File: src/rtl/sr_window_ctrl_pkg.sv
// Shared definitions for the window-buffer sequencer: FSM encodings and
// the counter-width helper used for column/row counters and window coordinates.
package sr_window_ctrl_pkg;

    typedef enum logic [1:0] {
        ST_IDLE   = 2'd0,
        ST_COL    = 2'd1,
        ST_ROW_UP = 2'd2,
        ST_DRAIN  = 2'd3
    } state_t;

    // Bits needed to count 0..n-1; never less than one bit so a degenerate
    // single-pixel dimension still yields a legal vector.
    function automatic int cnt_width(input int n);
        return (n > 1) ? $clog2(n) : 1;
    endfunction

endpackage

File: src/rtl/sr_window_ctrl_wrap_counter.sv
// Up-counter over 0..MAX with synchronous clear and a terminal-count flag.
// Used for both the column and row position of the raster scan.
module wrap_counter
    import sr_window_ctrl_pkg::*;
#(
    parameter int MAX   = 15,
    parameter int WIDTH = cnt_width(MAX + 1)
) (
    input  logic             clock,
    input  logic             reset,
    input  logic             enable,
    input  logic             clear,
    output logic [WIDTH-1:0] count,
    output logic             at_max
);

    assign at_max = (count == WIDTH'(MAX));

    // Clear has priority; an enabled step at MAX wraps back to zero.
    always_ff @(posedge clock or negedge reset) begin
        if (!reset) begin
            count <= '0;
        end else if (clear) begin
            count <= '0;
        end else if (enable) begin
            count <= at_max ? '0 : count + WIDTH'(1);
        end
    end

endmodule

File: src/rtl/sr_window_ctrl.sv
// Sequencer for a KERNEL-row shift-register window buffer. Accepts a raster
// pixel stream, steps the array (shift along a row, then one row-up shift at
// each row end) and presents each complete window's top-left coordinates to
// the MAC stage. The array is frozen while a window is waiting to be consumed.
//
//   state     | meaning
//   ----------+------------------------------------------------------------
//   ST_IDLE   | waiting for start; counters cleared on start
//   ST_COL    | accepting pixels along the current row
//   ST_ROW_UP | one-cycle row-up shift of the array before the next row
//   ST_DRAIN  | frame scanned; wait for the last window to be consumed
module sr_window_ctrl
    import sr_window_ctrl_pkg::*;
#(
    parameter  int IMG_WIDTH  = 16,
    parameter  int IMG_HEIGHT = 16,
    parameter  int KERNEL     = 3,
    localparam int COL_W      = cnt_width(IMG_WIDTH),
    localparam int ROW_W      = cnt_width(IMG_HEIGHT)
) (
    input  logic             clock,
    input  logic             reset,
    input  logic             start,
    input  logic             pixel_valid,
    output logic             pixel_ready,
    input  logic             window_ready,
    output logic             sr_enable,
    output logic             sr_shift_row_up,
    output logic             window_valid,
    output logic [COL_W-1:0] win_col,
    output logic [ROW_W-1:0] win_row,
    output logic             busy,
    output logic             done
);

    localparam int KM1 = KERNEL - 1;

    state_t state;
    state_t state_next;

    logic [COL_W-1:0] col;
    logic [ROW_W-1:0] row;
    logic             col_last;
    logic             row_last;
    logic             col_en;
    logic             col_clr;
    logic             row_en;
    logic             row_clr;
    logic             stall;
    logic             accept;
    logic             done_set;
    logic             win_hit;

    wrap_counter #(.MAX(IMG_WIDTH - 1), .WIDTH(COL_W)) u_col_cnt (
        .clock  (clock),
        .reset  (reset),
        .enable (col_en),
        .clear  (col_clr),
        .count  (col),
        .at_max (col_last)
    );

    wrap_counter #(.MAX(IMG_HEIGHT - 1), .WIDTH(ROW_W)) u_row_cnt (
        .clock  (clock),
        .reset  (reset),
        .enable (row_en),
        .clear  (row_clr),
        .count  (row),
        .at_max (row_last)
    );

    // An unconsumed window freezes the array; this is the only route from
    // window_ready into the array controls.
    assign stall = window_valid & ~window_ready;

    // A window is complete once KERNEL columns and KERNEL rows have been seen.
    assign win_hit = accept && (int'(col) >= KM1) && (int'(row) >= KM1);

    // State register.
    always_ff @(posedge clock or negedge reset) begin
        if (!reset) begin
            state <= ST_IDLE;
        end else begin
            state <= state_next;
        end
    end

    // Next-state and array controls; sr_enable follows accept in the same
    // cycle so the pixel lands in the array on the accepting edge.
    always_comb begin
        state_next      = state;
        pixel_ready     = 1'b0;
        sr_enable       = 1'b0;
        sr_shift_row_up = 1'b0;
        col_en          = 1'b0;
        col_clr         = 1'b0;
        row_en          = 1'b0;
        row_clr         = 1'b0;
        done_set        = 1'b0;
        accept          = 1'b0;
        case (state)
            ST_IDLE: begin
                if (start) begin
                    col_clr    = 1'b1;
                    row_clr    = 1'b1;
                    state_next = ST_COL;
                end
            end
            ST_COL: begin
                pixel_ready = ~stall;
                if (pixel_valid && !stall) begin
                    accept    = 1'b1;
                    sr_enable = 1'b1;
                    col_en    = 1'b1;
                    if (col_last) begin
                        state_next = row_last ? ST_DRAIN : ST_ROW_UP;
                    end
                end
            end
            ST_ROW_UP: begin
                if (!stall) begin
                    sr_enable       = 1'b1;
                    sr_shift_row_up = 1'b1;
                    row_en          = 1'b1;
                    state_next      = ST_COL;
                end
            end
            ST_DRAIN: begin
                if (!window_valid || window_ready) begin
                    done_set   = 1'b1;
                    state_next = ST_IDLE;
                end
            end
            default: begin
                state_next = ST_IDLE;
            end
        endcase
    end

    // Registered status outputs and window tracking; a new window on the same
    // edge as a consume keeps window_valid high with the new coordinates.
    always_ff @(posedge clock or negedge reset) begin
        if (!reset) begin
            window_valid <= 1'b0;
            win_col      <= '0;
            win_row      <= '0;
            busy         <= 1'b0;
            done         <= 1'b0;
        end else begin
            done <= done_set;
            busy <= (state_next != ST_IDLE);
            if (win_hit) begin
                window_valid <= 1'b1;
                win_col      <= col - COL_W'(KM1);
                win_row      <= row - ROW_W'(KM1);
            end else if (window_ready) begin
                window_valid <= 1'b0;
            end
        end
    end

endmodule

File: config.mk
export PLATFORM = sky130hd
export DESIGN_NAME = sr_window_ctrl
export DESIGN_NICKNAME = d
export VERILOG_FILES = /design/src/rtl/sr_window_ctrl_pkg.sv /design/src/rtl/sr_window_ctrl_wrap_counter.sv /design/src/rtl/sr_window_ctrl.sv
export SDC_FILE = /design/constraint.sdc
export NUM_CORES = 1
export LEC_CHECK = 0
export CORE_UTILIZATION = 52
export CTS_CLUSTER_DIAMETER = 120
export DETAILED_ROUTE_END_ITERATION = 10
export PLACE_DENSITY = 0.8
export SYNTH_ARGS = -nofsm -noshare
export SYNTH_HDL_FRONTEND = slang
export SYNTH_SLANG_ARGS = --single-unit
export TNS_END_PERCENT = 50
File: constraint.sdc
create_clock -name clock -period 2.34 [get_ports clock]
set_clock_uncertainty 0.05 [all_clocks]
set_input_delay 0.702 -clock clock [delete_from_list [all_inputs] [get_ports clock]]
set_output_delay 0.702 -clock clock [all_outputs]
set_load 0.02 [all_outputs]
# Word level (Yosys, flattened, before mapping)
# Index checks and enable logic that the tools add are counted.
# Widths: inputs -> output; s select.
# word_totals
register_bits,21
latch_bits,0
ram_bits,0
rom_bits,0
input_bits,5
output_inout_bits,14
word_cells,58
memories,0
# op_classes
addsub,4
n_mul,0
div_mod_pow,0
n_lt_le_gt_ge,2
n_eq_ne,5
shift,0
mux,25
n_bitwise,3
reduce_logical,11
# ops
operator,n
$mux 4,6
$mux 1,12
$mux 2,5
$add 4x1->4 const B,2
$eq 4x4->1 const B,2
$ge 4x2->1 const B,2
$pmux 2 s4,1
$reduce_bool 2->1,4
$sub 4x2->4 const B,2
$eq 2x2->1 const B,2
$logic_and 1x1->1,3
$eq 2x1->1 const B,1
$logic_not 1->1,2
$logic_not 2->1,1
$not 1->1,2
$pmux 1 s2,1
$and 1x1->1,1
$logic_or 1x1->1,1

# Depth between registers and ports, before layout
# depth
word_depth,9
mapped_depth,8

# Cells and area by module
# A second synthesis with hierarchy kept.
# unflattened
hier_cells,106
hier_area_um2,1176.1
# modules_own_cells
module,n_inst,cells_each,area_each_um2,seq_area_each_um2
sr_window_ctrl,1,66,763.2,325.3
wrap_counter,2,20,206.4,100.1

# Least setup slack after synthesis
# OpenSTA, ideal clock, no wires.
# synth_path
path_kind,input to output
startpoint,in window_ready
endpoint,out sr_enable
arrival_time_ns,1.479
path_slack_ns,0.109
stages,3
n_path_buf,0
path_cell_list,nand2b_4 nand3_4 a21boi_0
# synth_via
elab_chain_len,6
elab_cells_between_ends,7
# synth_rtl
element,line,source
"start, declared",sr_window_ctrl.sv:26,"input logic window_ready,"
$not 1->1 *,sr_window_ctrl.sv:74,assign stall = window_valid & ~window_ready;
$and 1x1->1 *,sr_window_ctrl.sv:74,
$logic_not 1->1,--,
$logic_and 1x1->1,sr_window_ctrl.sv:111,if (pixel_valid && !stall) begin
$mux 1,sr_window_ctrl.sv:111,
$pmux 1 s2 *,sr_window_ctrl.sv:101,case (state)
"end, declared",sr_window_ctrl.sv:27,"output logic sr_enable,"
# Mark *: on every way between the ends. The rest lies on a longest branch, timed or not.

# Worst setup path in the final report
# layout_path
startpoint,in window_ready
endpoint,out pixel_ready
# layout_via
elab_chain_len,4
# layout_rtl
element,line,source
$not 1->1,sr_window_ctrl.sv:74,
$and 1x1->1,sr_window_ctrl.sv:74,
$not 1->1,sr_window_ctrl.sv:110,pixel_ready = ~stall;
$mux 1,sr_window_ctrl.sv:101,
"end, declared",sr_window_ctrl.sv:25,"output logic pixel_ready,"
# Every way passes these cells.

==> results.toml <==
[outcome]
run_status = "completed"

[sta]
min_period_ps = 2280
rsz0062_at_grt = "false"
drv_slew = 0
finalHoldViolCount = 0
relSlewSlack_pct = 77.1
setup_violations = 0
tightestPinTransition_ps = 343
fin_crit_sh_pct = 97.6
max_freq_ghz = 0.438

[logic_synthesis]
ys_ff_latch = 21
synth.cell_area_sq_um = 1190
synth.largest_area_cell = "dfrtp_1"
synth_flop_cell = "dfrtp_1"
postSynthAreaPerCell_sq_um = 10.2
ys_async_sr_fraction_pct = 100
ys_types = 32
synth_most_common_cell = "dfrtp_1"
synth_area_leaders = "dfrtp_1 44%, ha_1 13%, o21ai_2 5.9%"
synth_edf_count = 0
syn_inst = 117
ys.warnings.count = 0
synth_nets = 134
synthTopCellsByCount = "21 x dfrtp_1, 12 x ha_1, 11 x inv_1, 11 x nand2_1, 10 x nor2_1"
synth_top_area_share_pct = 44.2
seq_area_frac_synth_pct = 44.2

[drt]
drt_iter0_drc = 18
drtPass1Iterations = 4
drc = 0
num_vias = 945
vias_per_cell = 5.31
drt_wl_total_microns = 2310
drt-wirelength-per-cell_microns = 13.0
ant_nets = 0

[clocking]
clock_sinks = 21
cts.reportedPaths.clkPinSlew_ps = 130
clk-insertion-delay-late_ps = 320
cts_root_buf = "clkbuf_4"
htree_levels = 1
ctsHoldBuffers = 0
cts_max_path_buffers = 2
cts_tree = "yes"
cts_buffers = 3

[grt]
antenna_found_initial = 0
grt_pass1_vias = 888
grt_max_degree = 22
grt_pass1_wl_microns = 3920
overflow = 0
grt_util_all_layers_pct = 21.4

[placement]
place.gp.congestion = 0.853
io_buffers = 18
dp_cells = 174
place.detailed.hpwl_microns = 1750
place_area_sq_um = 1500

[pwr]
ir_drop_uv = 717
pwr_density_cell_nw_per_um2 = 904
power.leakage_nw = 0.738

[die]
die_w_microns = 49.8
fp.dieArea_sq_um = 2480
rows = 16
core_area_sq_um = 2060
ioPinCount = 19
die_h_microns = 49.8
initial_core_util_pct = 57.7

[worst_setup_path]
critPathKind = "primary input to output pin"
start_kind = "primary input"
cp_data_arrival_time_ps = 1530
worstPathRequired_ps = 1590
cp-end-kind = "output pin"
worst-path-max-fanout = 4

[final_layout]
diodes = 0
fin_area_sq_um = 1530
fin_cells = 178
syn_to_final_growth_pct = 28.8
drive_gt1_share_pct = 26.5
final_net_count = 169

[hold_path]
min_path_type = "register to register"

[flow_run]
cap_violations = 0
[sequential cells by signal, summed over array words and instances (netlist names)]
| name | count |
|---|---|
| window_valid | 1 |
| win_row | 4 |
| u_row_cnt.count | 4 |
| win_col | 4 |
| busy | 1 |
| done | 1 |
| state | 2 |
| u_col_cnt.count | 4 |
[layer usage]
layer	wire, microns	track usage [%]	vias up
met5	0	0	-
li1	-	-	468
met2	1140	35.6	18
met1	1050	26.2	454
met4	41	9.52	0
met3	79	4.94	5
[critical path, cell delays in order]
cell and delay [ps]:
dlygate4sd2_1 240, nand2b_4 160, buf_4 150, and2_4 150, buf_6 120
[cells in the final DEF, fill, tap and decap left out, types with 3 or more instances in the layout]
cell	instances
nor2_1	10
ha_1	12
o21ai_2	8
buf_4	15
nand2_1	10
clkbuf_4	3
nand2_2	4
clkdlybuf4s50_1	13
o21ai_0	3
a21oi_1	4
dfrtp_1	21
xnor2_1	4
inv_1	10
[power by group]
group          total [mW]  internal, mW  switching (mW)  leakage (nW)
sequential          0.526         0.454          0.0714         0.276
combinational       0.677         0.338           0.339         0.445
clock               0.182        0.0641           0.118        0.0177
total                1.38         0.856           0.529         0.738
[metrics by stage]
step           hold WS [ps]  power [mW]  setup TNS (ps)  setup slack (ps)  utilization [%]
3_3_place_gp            414        1.17           -2800              -628             72.7
2_1_floorplan           356       0.892               0               109                -
6_report                441        1.38               0              55.4             74.3
5_1_grt                 472        1.46               0              17.0             74.3
4_1_cts                 447        1.39               0              55.6             74.3
3_5_place_dp            421        1.20           -3110              -662             72.7
[timing repair]
action                                  in CTS  in global routing
resized for setup                           25                  0
endpoints found under the setup margin       3                  0
buffers inserted                             0                  0
[cell families after synthesis]
family,after synthesis,share of synthesized area (%)
AO/OA/AOI/OAI,26,16.0
XOR/XNOR,4,2.94
adder cells (fa/ha/maj),12,12.6
buffers and inverters,14,5.99
flip-flops,21,44.2
multiplexers,1,0.841
AND/OR/NAND/NOR,39,17.5
[final timing paths]
kind | slack (ps) | from | end | cells past startpoint
min | 440 | win_row[2] | win_row[2] | 2
max | 60 | window_ready | pixel_ready | 5
max in group asynchronous | 1360 | reset | window_valid | 2
min in group asynchronous | 660 | reset | win_row[3] | 2
min reg2reg | 440 | win_row[2] | win_row[2] | 2
max reg2reg | 440 | state[1] | win_col[1] | 8
[cell type report]
| cell class | instances | area [sq um] |
|---|---|---|
| Clock buffer | 3 | 22.5 |
| Inverter | 11 | 41.3 |
| Fill cell | 146 | 529 |
| Tap cell | 27 | 33.8 |
| Timing Repair Buffer | 33 | 303 |
| Sequential cell | 21 | 526 |
| Clock inverter | 1 | 5.00 |
| Multi-Input combinational cell | 82 | 602 |
Note: power is estimated with default switching activity, not from simulation.
